[config.mk]
export PLATFORM = sky130hd
export DESIGN_NAME = imem_loader
export DESIGN_NICKNAME = d
export VERILOG_FILES = /design/src/rtl/imem_loader_pkg.sv /design/src/rtl/imem_loader_packer.sv /design/src/rtl/imem_loader.sv
export SDC_FILE = /design/constraint.sdc
export NUM_CORES = 1
export LEC_CHECK = 0
export ABC_AREA = 0
export ABC_CLOCK_PERIOD_IN_PS = 8100
export BUFFER_PORTS_ARGS = -buffer_cell sky130_fd_sc_hd__buf_2
export CORE_ASPECT_RATIO = 0.75
export CORE_MARGIN = 8
export CORE_UTILIZATION = 60
export DETAILED_ROUTE_END_ITERATION = 16
export PLACE_DENSITY = 0.85
export SLEW_MARGIN = 10
export SYNTH_ARGS = -nofsm -noshare
export SYNTH_HDL_FRONTEND = slang
export SYNTH_SLANG_ARGS = --single-unit
[constraint.sdc]
create_clock -name clk -period 8.1 [get_ports clk]
set_input_delay 0.405 -clock clk [delete_from_list [all_inputs] [get_ports clk]]
set_output_delay 0.405 -clock clk [all_outputs]
set_load 0.02 [all_outputs]
[src/rtl/imem_loader_pkg.sv]
// -----------------------------------------------------------------------------
// imem_loader_pkg
//   Shared types and constants for the instruction-memory bootloader.
//   - loader_state_e : frame-parser state, also exported on the debug port
//   - DEFAULT_*      : default frame constants used as parameter defaults
//   - word_byte_addr : byte address of a word index relative to a base
// -----------------------------------------------------------------------------
package imem_loader_pkg;

    typedef enum logic [2:0] {
        IDLE = 3'd0,
        LEN  = 3'd1,
        DATA = 3'd2,
        CSUM = 3'd3,
        DONE = 3'd4,
        ERR  = 3'd5
    } loader_state_e;

    localparam logic [7:0]  DEFAULT_SYNC_BYTE      = 8'h55;
    localparam logic [31:0] DEFAULT_BASE_ADDR      = 32'h0000_0000;
    localparam int unsigned DEFAULT_MAX_WORDS      = 2**15;
    localparam int unsigned DEFAULT_TIMEOUT_CYCLES = 1_000_000;

    // Bytes in the little-endian length field that follows the sync byte.
    localparam int unsigned LEN_FIELD_BYTES = 4;

    // Byte address of word 'idx'; the sum wraps modulo 2**32 by design.
    function automatic logic [31:0] word_byte_addr(input logic [31:0] base,
                                                   input logic [31:0] idx);
        return base + {idx[29:0], 2'b00};
    endfunction

endpackage

[src/rtl/imem_loader_packer.sv]
// -----------------------------------------------------------------------------
// byte_to_word_packer
//   Assembles four consecutive bytes into a little-endian 32-bit word. The
//   first byte lands in bits 7:0, the fourth in bits 31:24. Used for both the
//   length field and the payload words of a boot frame.
//
// Ports
//   clk        in   system clock
//   reset      in   asynchronous, active-high reset
//   clear      in   synchronous clear of byte count and assembler
//   in_valid   in   in_byte is valid this cycle
//   in_byte    in   byte to append
//   word       out  assembled word including the current in_byte
//   word_valid out  high in the cycle the fourth byte is presented
//   byte_cnt   out  bytes already held (0..3), for observation
// -----------------------------------------------------------------------------
module byte_to_word_packer (
    input  logic        clk,
    input  logic        reset,
    input  logic        clear,
    input  logic        in_valid,
    input  logic [7:0]  in_byte,
    output logic [31:0] word,
    output logic        word_valid,
    output logic [1:0]  byte_cnt
);

    logic [1:0]  cnt_q;
    logic [31:0] shift_q;

    // Shifting right by a byte each time leaves the first byte at the bottom
    // once four bytes have entered. The completed word is exposed
    // combinationally so the consumer can register it on the same edge.
    assign word       = {in_byte, shift_q[31:8]};
    assign word_valid = in_valid && (cnt_q == 2'd3);
    assign byte_cnt   = cnt_q;

    always_ff @(posedge clk or posedge reset) begin
        if (reset) begin
            cnt_q   <= 2'd0;
            shift_q <= 32'd0;
        end else if (clear) begin
            cnt_q   <= 2'd0;
            shift_q <= 32'd0;
        end else if (in_valid) begin
            // The 2-bit count wraps to 0 after the fourth byte, ready for the
            // next word without an explicit clear.
            cnt_q   <= cnt_q + 2'd1;
            shift_q <= word;
        end
    end

endmodule

[src/rtl/imem_loader.sv]
// -----------------------------------------------------------------------------
// imem_loader
//   Byte-stream bootloader. Parses frames of the form
//     SYNC, LEN[7:0], LEN[15:8], LEN[23:16], LEN[31:24], LEN*4 payload, CSUM
//   writes each little-endian payload word into instruction memory, and keeps
//   the core in reset until a frame with a matching mod-256 payload checksum
//   has been fully written.
//
// Handshakes: rx_valid is a one-cycle strobe with no back-pressure; every
//   strobe is consumed in the cycle it is seen. we is a one-cycle write
//   strobe with no back-pressure; memory must accept it unconditionally.
//
// Ports
//   clk        in   system clock
//   reset      in   asynchronous, active-high reset
//   rx_data    in   received byte
//   rx_valid   in   rx_data valid this cycle
//   we         out  instruction-memory write enable, one cycle per word
//   waddr      out  byte write address, 4-aligned
//   wdata      out  write data word
//   core_reset out  holds the CPU in reset while high
//   busy       out  frame in progress
//   done       out  last frame loaded successfully
//   error      out  last frame aborted
//   dbg_state  out  current parser state
// -----------------------------------------------------------------------------
module imem_loader
    import imem_loader_pkg::*;
#(
    parameter logic [7:0]  SYNC_BYTE      = DEFAULT_SYNC_BYTE,
    parameter logic [31:0] BASE_ADDR      = DEFAULT_BASE_ADDR,
    parameter int unsigned MAX_WORDS      = DEFAULT_MAX_WORDS,
    parameter int unsigned TIMEOUT_CYCLES = DEFAULT_TIMEOUT_CYCLES
) (
    input  logic          clk,
    input  logic          reset,
    input  logic [7:0]    rx_data,
    input  logic          rx_valid,
    output logic          we,
    output logic [31:0]   waddr,
    output logic [31:0]   wdata,
    output logic          core_reset,
    output logic          busy,
    output logic          done,
    output logic          error,
    output loader_state_e dbg_state
);

    localparam logic [31:0] MAX_WORDS_W  = 32'(MAX_WORDS);
    localparam logic [31:0] TIMEOUT_LAST = 32'(TIMEOUT_CYCLES - 1);

    loader_state_e state_q;
    logic [31:0]   len_q;
    logic [31:0]   word_idx_q;
    logic [7:0]    csum_q;
    logic [31:0]   gap_q;
    // Set while the final payload word is being written; the byte that
    // arrives from then on is the checksum.
    logic          last_q;

    logic          in_frame;
    logic          sync_hit;
    logic          timeout_hit;
    logic          csum_ok;
    logic [7:0]    csum_next;
    logic          pk_clear;
    logic          pk_in_valid;
    logic [31:0]   pk_word;
    logic          pk_word_valid;
    logic [1:0]    pk_byte_cnt;

    assign in_frame    = (state_q == LEN) || (state_q == DATA) || (state_q == CSUM);
    assign sync_hit    = rx_valid && (rx_data == SYNC_BYTE);
    assign timeout_hit = in_frame && !rx_valid && (gap_q == TIMEOUT_LAST);
    assign csum_ok     = (rx_data == csum_q);
    assign csum_next   = csum_q + rx_data;

    // The packer only sees length and payload bytes; outside a frame it is
    // held clear so every frame starts assembling at byte 0.
    assign pk_clear    = !in_frame;
    assign pk_in_valid = rx_valid && ((state_q == LEN) || ((state_q == DATA) && !last_q));

    byte_to_word_packer u_packer (
        .clk        (clk),
        .reset      (reset),
        .clear      (pk_clear),
        .in_valid   (pk_in_valid),
        .in_byte    (rx_data),
        .word       (pk_word),
        .word_valid (pk_word_valid),
        .byte_cnt   (pk_byte_cnt)
    );

    assign dbg_state = state_q;

    always_ff @(posedge clk or posedge reset) begin
        if (reset) begin
            state_q    <= IDLE;
            we         <= 1'b0;
            waddr      <= BASE_ADDR;
            wdata      <= 32'd0;
            core_reset <= 1'b1;
            busy       <= 1'b0;
            done       <= 1'b0;
            error      <= 1'b0;
            len_q      <= 32'd0;
            word_idx_q <= 32'd0;
            csum_q     <= 8'd0;
            gap_q      <= 32'd0;
            last_q     <= 1'b0;
        end else begin
            we <= 1'b0;

            // Idle-gap counter: restarts on every byte inside a frame.
            if (in_frame && !rx_valid) begin
                gap_q <= gap_q + 32'd1;
            end else begin
                gap_q <= 32'd0;
            end

            case (state_q)
                IDLE, DONE, ERR: begin
                    if (sync_hit) begin
                        state_q    <= LEN;
                        busy       <= 1'b1;
                        core_reset <= 1'b1;
                        done       <= 1'b0;
                        error      <= 1'b0;
                        len_q      <= 32'd0;
                        word_idx_q <= 32'd0;
                        csum_q     <= 8'd0;
                        last_q     <= 1'b0;
                    end
                end

                LEN: begin
                    if (timeout_hit) begin
                        state_q <= ERR;
                        error   <= 1'b1;
                        busy    <= 1'b0;
                    end else if (pk_word_valid) begin
                        len_q <= pk_word;
                        if (pk_word > MAX_WORDS_W) begin
                            state_q <= ERR;
                            error   <= 1'b1;
                            busy    <= 1'b0;
                        end else if (pk_word == 32'd0) begin
                            state_q <= CSUM;
                        end else begin
                            state_q <= DATA;
                        end
                    end
                end

                DATA: begin
                    if (last_q) begin
                        // The final write is on the bus this cycle; a byte
                        // arriving now is already the checksum.
                        last_q <= 1'b0;
                        if (rx_valid) begin
                            if (csum_ok) begin
                                state_q    <= DONE;
                                done       <= 1'b1;
                                busy       <= 1'b0;
                                core_reset <= 1'b0;
                            end else begin
                                state_q <= ERR;
                                error   <= 1'b1;
                                busy    <= 1'b0;
                            end
                        end else if (timeout_hit) begin
                            state_q <= ERR;
                            error   <= 1'b1;
                            busy    <= 1'b0;
                        end else begin
                            state_q <= CSUM;
                        end
                    end else if (rx_valid) begin
                        csum_q <= csum_next;
                        if (pk_word_valid) begin
                            we         <= 1'b1;
                            wdata      <= pk_word;
                            waddr      <= word_byte_addr(BASE_ADDR, word_idx_q);
                            word_idx_q <= word_idx_q + 32'd1;
                            if ((word_idx_q + 32'd1) == len_q) begin
                                last_q <= 1'b1;
                            end
                        end
                    end else if (timeout_hit) begin
                        state_q <= ERR;
                        error   <= 1'b1;
                        busy    <= 1'b0;
                    end
                end

                CSUM: begin
                    if (rx_valid) begin
                        if (csum_ok) begin
                            state_q    <= DONE;
                            done       <= 1'b1;
                            busy       <= 1'b0;
                            core_reset <= 1'b0;
                        end else begin
                            state_q <= ERR;
                            error   <= 1'b1;
                            busy    <= 1'b0;
                        end
                    end else if (timeout_hit) begin
                        state_q <= ERR;
                        error   <= 1'b1;
                        busy    <= 1'b0;
                    end
                end

                default: begin
                    state_q <= IDLE;
                    busy    <= 1'b0;
                end
            endcase
        end
    end

    // The packer's byte count is observable on the instance for debug; it is
    // not needed by the parser, which relies on word_valid alone.
    logic unused_ok;
    assign unused_ok = ^pk_byte_cnt;

endmodule

# Word-level counts from Yosys, hierarchy flattened
# Cells that the tools add are included.
# word_totals
regBits	209
in_bits	11
out_inout_bits	72
# classes
magnitude_cmp	1
n_mux	66
bitwise_logic	1
n_reduce_logical	27
eq_ne	21
n_addsub	4
# op_table
cell	count
32-bit 2-to-1 mux	9
32-bit case mux with 2 select lines	2
32-bit by 1-bit adder with 32-bit output (second input constant)	2
1-bit 2-to-1 mux	33
32-bit by 20-bit equality test with 1-bit output (second input constant)	1
32-bit equality test	1
32-bit by 16-bit greater-than comparator with 1-bit output (second input constant)	1
32-bit logical NOT	1
3-bit 2-to-1 mux	10
8-bit 2-to-1 mux	3
8-bit case mux with 2 select lines	1
4-bit AND reduction	4
2-bit != test (second input constant)	7
3-bit case mux with 4 select lines	1
5-bit AND reduction	2
8-bit adder	1
8-bit by 7-bit equality test with 1-bit output (second input constant)	1
8-bit equality test	1
1-bit case mux with 4 select lines	2
3-bit by 2-bit equality test with 1-bit output (second input constant)	2
3-bit equality test (second input constant)	2
1-bit logical AND	6
3-bit != test (second input constant)	2
1-bit case mux with 3 select lines	2
17 further kinds	23

# Depth between registers and ports, before layout
# Gate-level depths: netlist of run 1.
# logic_depth
depth_word	9
depth_mapped	10

# Hierarchy
# A second synthesis of run 1 with hierarchy kept.
# unflattened
hier_cells	1129
hier_area_um2	10088.4
# modules_own_cells
module	n_inst	area_per_inst_um2	cells_per_inst
imem_loader	1	8929.8	1034
byte_to_word_packer	1	1158.6	95

# Worst setup path before layout of run 1
# OpenSTA, ideal clock, no wires.
# synth_timing
path_kind	in2reg
start	input port rx_data[1]
end	register csum_q[7]
setup_ns	0.069
stages	8
arrival_time_ns	2.263
slack_ns	5.768
required_ns	8.031
path_cell_list	ha_1 -> a21o_1 -> a21oi_1 -> o21bai_1 -> a2111o_1 -> and3_1 -> or4_1 -> nand3_1
# synth_between
elab_chain_len	4
word_cells_on_any_way	8
cone_classes	1 x add/sub; 2 x eq/ne; 3 x mux; 2 x reduce/logical
# synth_rtl
element	line	source
start, declared	imem_loader.sv:37	input logic [7:0] rx_data,
8-bit adder or 8-bit by 7-bit equality test with 1-bit output (tied branches)	imem_loader.sv:76, imem_loader.sv:73	
8-bit 2-to-1 mux or 1-bit logical AND (tied branches)	imem_loader.sv:178, imem_loader.sv:73	
8-bit 2-to-1 mux or 2-bit != test (tied branches)	-	
8-bit case mux with 2 select lines or 4-bit AND reduction (tied branches)	-	
end signal, assigned	imem_loader.sv:179	csum_q <= csum_next;
end, declared	imem_loader.sv:55	logic [7:0] csum_q;
# Parallel ways exist; a longest one is shown, timed or not. The select of a mux whose other input is x is not followed.
# A chain may end at the register's enable or synchronous reset.

# Worst setup path after layout of run 1
# layout_timing
start	register state_q[1] (netlist: dbg_state[1])
end	register word_idx_q[12]
# layout_between
elab_chain_len	7
word_cells_on_any_way	17
cone_classes	8 x eq/ne; 1 x mux; 8 x reduce/logical
# layout_rtl
element	line	source
start, declared	imem_loader.sv:52	loader_state_e state_q;
start signal, assigned	imem_loader.sv:98	state_q <= IDLE;
start signal, assigned	imem_loader.sv:124	state_q <= LEN;
start signal, assigned	imem_loader.sv:138	state_q <= ERR;
3-bit by 2-bit equality test with 1-bit output	imem_loader.sv:81, imem_loader.sv:121	
1-bit logical AND	imem_loader.sv:81	assign pk_in_valid = rx_valid && ((state_q == LEN) || ((state_q == DATA) && !last_q));
1-bit logical OR	imem_loader.sv:81	
1-bit logical AND	imem_loader.sv:81	
1-bit logical AND	imem_loader_packer.sv:35	assign word_valid = in_valid && (cnt_q == 2'd3);
2-bit != test (no line)	-	
5-bit AND reduction (no line)	-	
end signal, assigned	imem_loader.sv:184	word_idx_q <= word_idx_q + 32'd1;
end, declared	imem_loader.sv:54	logic [31:0] word_idx_q;
# Parallel ways exist; a longest one is shown, timed or not.

==> results.sh, run 1 <==
export IMPL_status="complete, no violations"
export IMPL_worstSetupEndpointType="flip-flop"
export IMPL_period_needed_ns=2.91
export IMPL_timing_final_crit_share_pct=35.9
export IMPL_n_antenna_cell=0
export IMPL_num_nets_final=1208
export IMPL_p_per_area_nw_per_um2=209
export IMPL_row_count=41
export IMPL_pre_cts_slack_ns=5.13
export IMPL_clockPowerShare_pct=40.9
export IMPL_layout_drive_gt1_share_pct=12.1
export IMPL_syn_to_final_growth_pct=10.6
export IMPL_synth_area_per_cell_sq_um=8.95
export IMPL_timing_fmax_mhz=344
export IMPL_synthCells=1148
export IMPL_slew_headroom_pct=24.0
export IMPL_portBuffers=80
export IMPL_clk_insertion_delay_late_ns=0.49
export IMPL_dr_pass1_iters=5
export IMPL_maxCapViolCount=0
export IMPL_highest_layer="met4"
export IMPL_maxSlewViolCount=0
export IMPL_switching_share_pct=27.1
export IMPL_worstHoldPathType="input pin to async pin"
export IMPL_cts_tree="yes"
export IMPL_finalHoldViolCount=0
export IMPL_p_int_mw=1.73
export IMPL_fp_dieH_um=129
export IMPL_drt_initial_drc_count=997
export IMPL_synth_seq_cells=201
export IMPL_finalSetupTns_ns=0
export IMPL_synth_edf_count=0
export IMPL_cpMostUsedCell="buf_4"
export IMPL_wl_per_cell_um=18.4
export IMPL_hpwl_um=17000
export IMPL_routedLengthMet1_um=11600
export IMPL_path_clk_slew_ns=0.06
export IMPL_clock_sinks=201
export IMPL_met3WireLength_um=2770
export IMPL_start_util_pct=61.2
export IMPL_postCtsHoldBufs=0
export IMPL_gp_congestion=0.947
export IMPL_pin_count=83
export IMPL_synth_async_reset_ratio_pct=100
export IMPL_final_common_cell="nand2_1"
export IMPL_yosysUniqueCellTypes=76
export IMPL_die_x_um=167
export IMPL_cts_setup_buffers=0
export IMPL_place_area_sq_um=10700
export IMPL_p_comb_share_pct=13.2
export IMPL_slowest_stage="dfrtp_1"
export IMPL_critPathLaunchType="flip-flop"
export IMPL_finalClockSkew_ns=0.0101
export IMPL_rsz0062_at_grt="false"
export IMPL_antenna_left=0
export IMPL_timing_final_ws_setup_ns=5.19
export IMPL_critical_path_top_delay_family="buffers and inverters"
export IMPL_sequentialPowerShare_pct=46.0
export IMPL_cp_cell_sequence="and2b_1 -> nand3_4 -> buf_4 -> inv_2 -> buf_4 -> nand2_1 -> o31ai_1"
export IMPL_cts_made_buffers=20
export IMPL_htree_levels=1
export IMPL_vias=8649
export IMPL_cts_root_buf="clkbuf_16"
export IMPL_route_met2_wl_um=11100
export IMPL_grt_pass1_vias=8289
export IMPL_setup_violations=0
export IMPL_core_area_sq_um=16800
export IMPL_mostFrequentLayoutCells="nand2_1, dfrtp_1, nor2_1, buf_2, nand3_1"
export IMPL_grt_overflow=0
export IMPL_ctsResizeCount=0
export IMPL_seq_area_frac_synth_pct=49.0
export IMPL_arrival_ns=3.30
export IMPL_clock_path_buffers=3
export IMPL_cp_max_fo=83
export IMPL_synth_ff_type="dfrtp_1"
export IMPL_worstPathRequired_ns=8.49
export IMPL_wl_um=26000
export IMPL_finalInstanceArea_sq_um=11400
export IMPL_p_leak_nw=5.76
export IMPL_ir_worst_vdd_mv=0.145
export IMPL_path_buf_inv=3
export IMPL_crit_path_max_incr_delay_ns=0.75
export IMPL_grt_usage_pct=23.8
export IMPL_grt_max_degree=126
export IMPL_viasPerCell=6.12
export IMPL_grt_pass1_wl_um=42500
export IMPL_p_sw_uw=645
export IMPL_tightest_slew_ns=1.14
export IMPL_dieArea_sq_um=21600
export IMPL_syn_cell_area_sq_um=10300
export IMPL_ys_warn_count=0
export IMPL_setup_worst_path_class="flip-flop to flip-flop"
export IMPL_antenna_found_initial=0
export IMPL_drc=0
==> state kept, by name, summed over array words and instances (netlist names) <==
register,cells
waddr,30
we,1
wdata,32
csum_q,8
busy,1
u_packer.byte_cnt,2
core_reset,1
error,1
gap_q,32
word_idx_q,32
u_packer.shift_q,24
dbg_state,3
done,1
last_q,1
len_q,32
==> path summary, 6_finish.rpt <==
path | slack [ns] | from | end | cells after the start
min in group clk | 0.22 | rx_data[3] | wdata[27]$_DFFE_PP0P_ | 3
hold / removal | 0.07 | reset | wdata[26]$_DFFE_PP0P_ | 2
setup / recovery | 5.19 | dbg_state[1]$_DFFE_PP0P_ | word_idx_q[12]$_DFFE_PP0P_ | 7
setup reg to reg | 5.19 | dbg_state[1]$_DFFE_PP0P_ | word_idx_q[12]$_DFFE_PP0P_ | 7
max in group asynchronous | 6.56 | reset | waddr[9]$_DFFE_PP0P_ | 3
hold reg to reg | 0.47 | waddr[18]$_DFFE_PP0P_ | waddr[18]$_DFFE_PP0P_ | 2
==> Yosys cell counts (3+ instances only) <==
| library cell | instances | area [sq um] |
|---|---|---|
| nand4_4 | 3 | 63.8 |
| nor2_1 | 97 | 364 |
| buf_2 | 11 | 55.1 |
| nor4_1 | 21 | 131 |
| xor2_1 | 38 | 333 |
| nor3_1 | 16 | 80.1 |
| inv_1 | 11 | 41.3 |
| buf_4 | 10 | 75.1 |
| nand2_1 | 301 | 1130 |
| or3_1 | 5 | 31.3 |
| and4_1 | 7 | 61.3 |
| mux2i_1 | 26 | 260 |
| nand3_1 | 68 | 340 |
| o31ai_1 | 21 | 158 |
| xnor2_1 | 39 | 342 |
| nor4b_1 | 4 | 35.0 |
| o21ai_0 | 60 | 300 |
| and3_1 | 9 | 56.3 |
| nand4_1 | 21 | 131 |
| o41ai_1 | 4 | 35.0 |
| o21a_1 | 4 | 30.0 |
| nand2b_1 | 5 | 31.3 |
| a31oi_1 | 7 | 43.8 |
| a21oi_1 | 29 | 145 |
| a311oi_1 | 3 | 26.3 |
| dfrtp_1 | 200 | 5000 |
| and2_1 | 9 | 56.3 |
| clkbuf_1 | 42 | 158 |
| a21o_1 | 3 | 22.5 |
| nor2b_1 | 6 | 37.5 |
| nor4_4 | 3 | 63.8 |
| ha_1 | 10 | 125 |
| buf_6 | 3 | 33.8 |
==> power groups by stage <==
stage / Sequential, mW / Combinational (mW) / Clock, mW
after floorplan: 1.09 / 0.242 / 0
after global placement: 1.11 / 0.297 / 0
after detailed placement: 1.11 / 0.306 / 0
after CTS: 1.09 / 0.309 / 0.989
after global routing: 1.10 / 0.342 / 1.02
final: 1.09 / 0.314 / 0.972
==> cells by family (layout without fill, tap and decap cells) <==
group | after synthesis | after routing | synth area share (%)
buffers and inverters | 82 | 131 | 3.76
flip-flops | 201 | 201 | 49.0
other | 1 | 2 | 0.0365
AO/OA/AOI/OAI | 155 | 155 | 9.51
adder cells (fa/ha/maj) | 11 | 11 | 1.41
multiplexers | 26 | 26 | 2.53
XOR/XNOR | 77 | 77 | 6.56
AND/OR/NAND/NOR | 595 | 595 | 27.2
==> per-stage QoR <==
| stage | util [%] | hold WS [ns] | instances | power [mW] |
|---|---|---|---|---|
| after floorplan | - | 0.453 | 1149 | 1.33 |
| after global placement | 63.6 | 0.453 | 1379 | 1.40 |
| after detailed placement | 63.6 | 0.457 | 1379 | 1.41 |
| after CTS | 67.7 | 0.135 | 1413 | 2.39 |
| after global routing | 67.8 | 0.165 | 1413 | 2.46 |
| final | 67.8 | 0.0687 | 1413 | 2.38 |
==> per-layer routing <==
layer | track usage [%] | up-vias
met5 | 0 | -
met4 | 6.50 | 0
met3 | 4.71 | 50
met2 | 35.7 | 422
met1 | 34.8 | 4176
li1 | - | 4001
==> area by class of cell <==
type / count / area (sq um)
clock buffers: 29 / 586
fillers: 1284 / 5410
inverters: 12 / 52.6
flip-flops and latches: 201 / 5030
clock inverters: 5 / 100
well taps: 215 / 269
repair buffers: 85 / 438
multi-input cells: 866 / 4890
==> worst reg2reg max path: cells and delay by family, from the launching register on <==
kind	cells	cell delay [ns]
AO/OA/AOI/OAI	1	0.23
buffers and inverters	3	1.22
flip-flops	1	0.75
AND/OR/NAND/NOR	3	0.62
(Power assumes the default switching activity.)
==> run 2, diff against run 1 <==
--- a/config.mk
+++ b/config.mk
@@ -6,13 +6,13 @@
 export NUM_CORES = 1
 export LEC_CHECK = 0
 export ABC_AREA = 0
-export ABC_CLOCK_PERIOD_IN_PS = 8100
+export ABC_CLOCK_PERIOD_IN_PS = 2600
 export BUFFER_PORTS_ARGS = -buffer_cell sky130_fd_sc_hd__buf_2
 export CORE_ASPECT_RATIO = 0.75
 export CORE_MARGIN = 8
-export CORE_UTILIZATION = 60
+export CORE_UTILIZATION = 55
 export DETAILED_ROUTE_END_ITERATION = 16
-export PLACE_DENSITY = 0.85
+export PLACE_DENSITY = 0.82
 export SLEW_MARGIN = 10
 export SYNTH_ARGS = -nofsm -noshare
 export SYNTH_HDL_FRONTEND = slang
==> constraint.sdc (replaced) <==
create_clock -name clk -period 2.6 [get_ports clk]
set_input_delay 0.13 -clock clk [delete_from_list [all_inputs] [get_ports clk]]
set_output_delay 0.13 -clock clk [all_outputs]
set_load 0.02 [all_outputs]
==> run 2 against run 1 <==
Compared with the run above:
- global-route usage fell by 0.61 points
- clock power rose to 3.4 times the previous value
- wire length rose by 3.9%
- hold slack got worse by 0.039 ns
- final cell count rose by 5.9%
- critical path type unchanged
- largest cell class unchanged
- largest power group unchanged
==> results.sh, run 2 (synthesized netlist as in run 1, its figures left out) <==
export IMPL_finalHoldViolCount=0
export IMPL_arrival_ns=2.90
export IMPL_cts_tree="yes"
export IMPL_cp_max_fo=3
export IMPL_period_needed_ns=2.48
export IMPL_wl_um=27000
export IMPL_place_area_sq_um=11100
export IMPL_dr_pass1_iters=5
export IMPL_critPathLaunchType="flip-flop"
export IMPL_pin_count=83
export IMPL_drt_initial_drc_count=1080
export IMPL_finalInstanceArea_sq_um=11900
export IMPL_fp_dieH_um=134
export IMPL_syn_to_final_growth_pct=15.9
export IMPL_tightest_slew_ns=0.955
export IMPL_antenna_found_initial=1
export IMPL_viasPerCell=5.79
export IMPL_clock_path_buffers=3
export IMPL_layout_drive_gt1_share_pct=15.6
export IMPL_wl_per_cell_um=18.0
export IMPL_die_x_um=174
export IMPL_clk_insertion_delay_late_ns=0.50
export IMPL_num_nets_final=1259
export IMPL_hpwl_um=18300
export IMPL_setup_worst_path_class="flip-flop to flip-flop"
export IMPL_timing_final_crit_share_pct=95.2
export IMPL_worstHoldPathType="input pin to flip-flop"
export IMPL_setup_violations=0
export IMPL_dieArea_sq_um=23400
export IMPL_vias=8669
export IMPL_status="complete, no violations"
export IMPL_drc=0
export IMPL_p_per_area_nw_per_um2=650
export IMPL_maxCapViolCount=0
export IMPL_timing_final_ws_setup_ns=0.124
export IMPL_clock_sinks=201
export IMPL_grt_pass1_vias=8437
export IMPL_maxSlewViolCount=0
export IMPL_final_util_pct=64.7
export IMPL_grt_pass1_wl_um=44800
export IMPL_grt_usage_pct=23.2
export IMPL_htree_levels=1
export IMPL_p_leak_nw=6.06
export IMPL_cts_root_buf="clkbuf_16"
export IMPL_finalSetupTns_ns=0
export IMPL_grt_overflow=0
export IMPL_antenna_left=0
export IMPL_path_clk_slew_ns=0.07
export IMPL_gp_congestion=0.955
export IMPL_whs_ns=0.0299
export IMPL_final_common_cell="nand2_1"
export IMPL_rsz0062_at_grt="true"
export IMPL_start_util_pct=55.8
export IMPL_pre_cts_slack_ns=0.137
export IMPL_timing_fmax_mhz=404
export IMPL_portBuffers=80
export IMPL_cts_made_buffers=20
export IMPL_worstPathRequired_ns=3.03
export IMPL_slew_headroom_pct=36.4
export IMPL_grt_max_degree=64
export IMPL_core_area_sq_um=18400
export IMPL_worstSetupEndpointType="flip-flop"
export IMPL_ir_worst_vdd_mv=0.424
export IMPL_finalClockSkew_ns=0.0101
export IMPL_row_count=43
export IMPL_mostFrequentLayoutCells="nand2_1, dfrtp_1, nor2_1, buf_2, nand3_1"
export IMPL_cts_setup_buffers=0
## run 2: changes by cell type in the layout (fill, tap and decap cells not counted), moves of 2 or more
cell           delta
a21oi_2           +2
clkinvlp_4        +2
clkbuf_1          -3
buf_4            +40
dlygate4sd3_1     +7
buf_12            +3
bufinv_16         +2
## run 2: critical path, cell delays in order, from the launching register on
cell and delay (ns):
dfrtp_1 0.41, ha_1 0.31, a21o_1 0.18, a21oi_2 0.18
o21bai_1 0.13, a2111o_1 0.44, and3_1 0.18, or4_1 0.50
nand3_1 0.08
## run 2: where the power goes
| group | switching, mW | internal, mW |
|---|---|---|
| logic | 0.692 | 0.373 |
| clock network | 1.23 | 2.08 |
| registers | 0.136 | 3.23 |
| total | 2.06 | 5.68 |
## run 2: repair_timing
action                                 4_1_cts  5_1_grt
endpoints found under the hold margin       37        0
hold buffers                                 7        0
gates resized for setup                      0        4
setup endpoints to repair                    0        3
## run 2: path summary, 6_finish.rpt
| kind | from | end | slack, ns | depth (start not counted) |
|---|---|---|---|---|
| max | csum_q[1]$_DFFE_PP0P_ | csum_q[7]$_DFFE_PP0P_ | 0.12 | 8 |
| min | rx_data[1] | wdata[25]$_DFFE_PP0P_ | 0.03 | 4 |
| max reg2reg | csum_q[1]$_DFFE_PP0P_ | csum_q[7]$_DFFE_PP0P_ | 0.12 | 8 |
| min reg2reg | wdata[30]$_DFFE_PP0P_ | wdata[30]$_DFFE_PP0P_ | 0.47 | 2 |
| max in group asynchronous | reset | word_idx_q[14]$_DFFE_PP0P_ | 1.42 | 5 |
| min in group asynchronous | reset | csum_q[3]$_DFFE_PP0P_ | 0.26 | 3 |
## run 2: layout make-up
type / instances / area, sq um
fill: 1497 / 6490
sequential: 201 / 5030
multi-input combinational: 866 / 4890
timing repair buffer: 136 / 880
clock buffer: 27 / 588
tap: 247 / 309
clock inverter: 7 / 163
inverter: 12 / 48.8
antenna: 1 / 2.50
## run 2: per-layer routing
layer,wire length [um],up-vias,part of all wire (%),track usage (%)
li1,-,4094,-,-
met1,12500,4137,46,33.9
met2,11300,385,42,34.0
met3,2460,53,9.1,4.80
met4,656,0,2.4,7.01
met5,0,-,0,0
## run 2: metrics by stage
| stage | total power, mW | cells |
|---|---|---|
| final | 7.74 | 1497 |
| after global routing | 8.01 | 1497 |
| after CTS | 7.77 | 1496 |
| after detailed placement | 4.46 | 1455 |
| after global placement | 4.44 | 1455 |
| after floorplan | 4.15 | 1149 |
==> run 3, diff against run 2 <==
--- a/config.mk
+++ b/config.mk
@@ -6,13 +6,13 @@
 export NUM_CORES = 1
 export LEC_CHECK = 0
 export ABC_AREA = 0
-export ABC_CLOCK_PERIOD_IN_PS = 2600
-export BUFFER_PORTS_ARGS = -buffer_cell sky130_fd_sc_hd__buf_2
+export ABC_CLOCK_PERIOD_IN_PS = 3000
+export BUFFER_PORTS_ARGS = -buffer_cell sky130_fd_sc_hd__buf_4
 export CORE_ASPECT_RATIO = 0.75
 export CORE_MARGIN = 8
-export CORE_UTILIZATION = 55
+export CORE_UTILIZATION = 30
 export DETAILED_ROUTE_END_ITERATION = 16
-export PLACE_DENSITY = 0.82
+export PLACE_DENSITY = 0.51
 export SLEW_MARGIN = 10
 export SYNTH_ARGS = -nofsm -noshare
 export SYNTH_HDL_FRONTEND = slang
==> constraint.sdc (replaced) <==
create_clock -name clk -period 3 [get_ports clk]
set_input_delay 0.15 -clock clk [delete_from_list [all_inputs] [get_ports clk]]
set_output_delay 0.15 -clock clk [all_outputs]
set_load 0.02 [all_outputs]
==> run 3 against run 2 <==
Compared with the run above:
- total power decreased by 12%
- die area increased by 73%
- highest routed layer unchanged
- flip-flop and latch count unchanged
- clock skew increased by 0.0046 ns
- wire length increased by 9.0%
- non-clock buffer count decreased by 20
- clock power decreased by 10%
- fmax decreased by 6.1%
==> results.sh, run 3 (synthesized netlist as in run 1, its figures left out) <==
export IMPL_status="complete, no violations"
export IMPL_p_leak_nw=5.99
export IMPL_cts_made_buffers=23
export IMPL_setup_violations=0
export IMPL_cts_tree="yes"
export IMPL_grt_pass1_vias=7977
export IMPL_total_power_mw=6.82
export IMPL_pin_count=83
export IMPL_clk_insertion_delay_late_ns=0.54
export IMPL_hpwl_um=20300
export IMPL_period_needed_ns=2.64
export IMPL_ir_worst_vdd_mv=0.351
export IMPL_setup_worst_path_class="flip-flop to flip-flop"
export IMPL_grt_overflow=0
export IMPL_worstHoldPathType="input pin to flip-flop"
export IMPL_n_antenna_cell=0
export IMPL_htree_levels=1
export IMPL_final_common_cell="nand2_1"
export IMPL_syn_to_final_growth_pct=19.2
export IMPL_cp_max_fo=9
export IMPL_vias=8347
export IMPL_timing_final_ws_setup_ns=0.362
export IMPL_maxSlewViolCount=0
export IMPL_grt_max_degree=66
export IMPL_p_per_area_nw_per_um2=557
export IMPL_clock_path_buffers=3
export IMPL_grt_pass1_wl_um=47400
export IMPL_antenna_left=0
export IMPL_dr_pass1_iters=5
export IMPL_cts_root_buf="clkbuf_16"
export IMPL_finalSetupTns_ns=0
export IMPL_wl_per_cell_um=17.4
export IMPL_timing_final_crit_share_pct=87.9
export IMPL_maxCapViolCount=0
export IMPL_worstSetupEndpointType="flip-flop"
export IMPL_clock_sinks=201
export IMPL_nFillCells=3458
export IMPL_timing_fmax_mhz=379
export IMPL_rsz0062_at_grt="false"
export IMPL_finalHoldViolCount=0
export IMPL_start_util_pct=30.6
export IMPL_die_x_um=230
export IMPL_ctsResizeCount=0
export IMPL_viasPerCell=4.95
export IMPL_finalClockSkew_ns=0.0147
export IMPL_antenna_found_initial=0
export IMPL_grt_usage_pct=14.4
export IMPL_portBuffers=80
export IMPL_worstPathRequired_ns=3.46
export IMPL_mostFrequentLayoutCells="nand2_1, dfrtp_1, buf_4, nor2_1, nand3_1"
export IMPL_row_count=58
export IMPL_gp_congestion=0.875
export IMPL_slew_headroom_pct=31.6
export IMPL_pre_cts_slack_ns=0.354
export IMPL_arrival_ns=3.10
export IMPL_path_clk_slew_ns=0.07
export IMPL_fp_dieH_um=176
export IMPL_whs_ns=0.0598
export IMPL_tightest_slew_ns=1.03
export IMPL_dieArea_sq_um=40500
export IMPL_drt_initial_drc_count=720
export IMPL_layout_drive_gt1_share_pct=14.4
export IMPL_drc=0
export IMPL_core_area_sq_um=33600
export IMPL_wl_um=29400
export IMPL_critPathLaunchType="flip-flop"
export IMPL_num_nets_final=1242
run 3: critical path: stages, from the launching register on:
cell and delay, ns:
dfrtp_1 0.42, ha_1 0.36, nand3_1 0.28, nor4_1 0.61, xnor2_1 0.19, o211ai_1 0.10, nor4_1 0.27, nand4_1 0.15
o31ai_2 0.18
run 3: path summary, 6_finish.rpt:
check                                               start                     to  slack (ns)  depth (start not counted)
worst min-delay path                           rx_data[7]  wdata[31]$_DFFE_PP0P_        0.06                          4
worst max register to register  word_idx_q[1]$_DFFE_PP0P_     last_q$_DFFE_PP0P_        0.36                          8
worst max-delay path            word_idx_q[1]$_DFFE_PP0P_     last_q$_DFFE_PP0P_        0.36                          8
max in group asynchronous                           reset     gap_q[7]$_DFF_PP0_        1.94                          4
worst min register to register      waddr[15]$_DFFE_PP0P_  waddr[15]$_DFFE_PP0P_        0.47                          2
min in group asynchronous                           reset  wdata[21]$_DFFE_PP0P_        0.27                          3
run 3: report_power, final:
part / switching, mW / internal (mW)
Combinational: 0.571 / 0.320
Sequential: 0.152 / 2.80
Clock: 1.20 / 1.78
run 3: layout make-up:
cell class	instances	area, sq um	share of cell area (%)
Clock buffer	30	642	5.24
Sequential cell	201	5030	41.1
Tap cell	450	563	4.60
Timing Repair Buffer	116	928	7.58
Inverter	12	48.8	0.398
Clock inverter	12	154	1.26
Multi-Input combinational cell	866	4880	39.8
run 3: repair_timing:
| action | 4_1_cts | 5_1_grt |
|---|---|---|
| hold endpoints to repair | 48 | 0 |
| hold buffers | 8 | 0 |
| setup buffers | 0 | 0 |
| setup endpoints to repair | 0 | 0 |
run 3: metrics by stage:
stage,instance area (sq um),utilization (%),cells
final,12200,36.4,1687
after floorplan,10300,-,1149
after global placement,11400,33.8,1637
after CTS,12200,36.4,1687
after global routing,12200,36.4,1687
after detailed placement,11400,33.8,1637
run 3: per-layer routing:
metal / routed length [um] / up-vias / global-route usage [%]
li1: - / 4072 / -
met1: 15400 / 4036 / 22.9
met2: 11700 / 207 / 19.4
met3: 1950 / 32 / 3.30
met4: 409 / 0 / 2.65
met5: 0 / - / 0
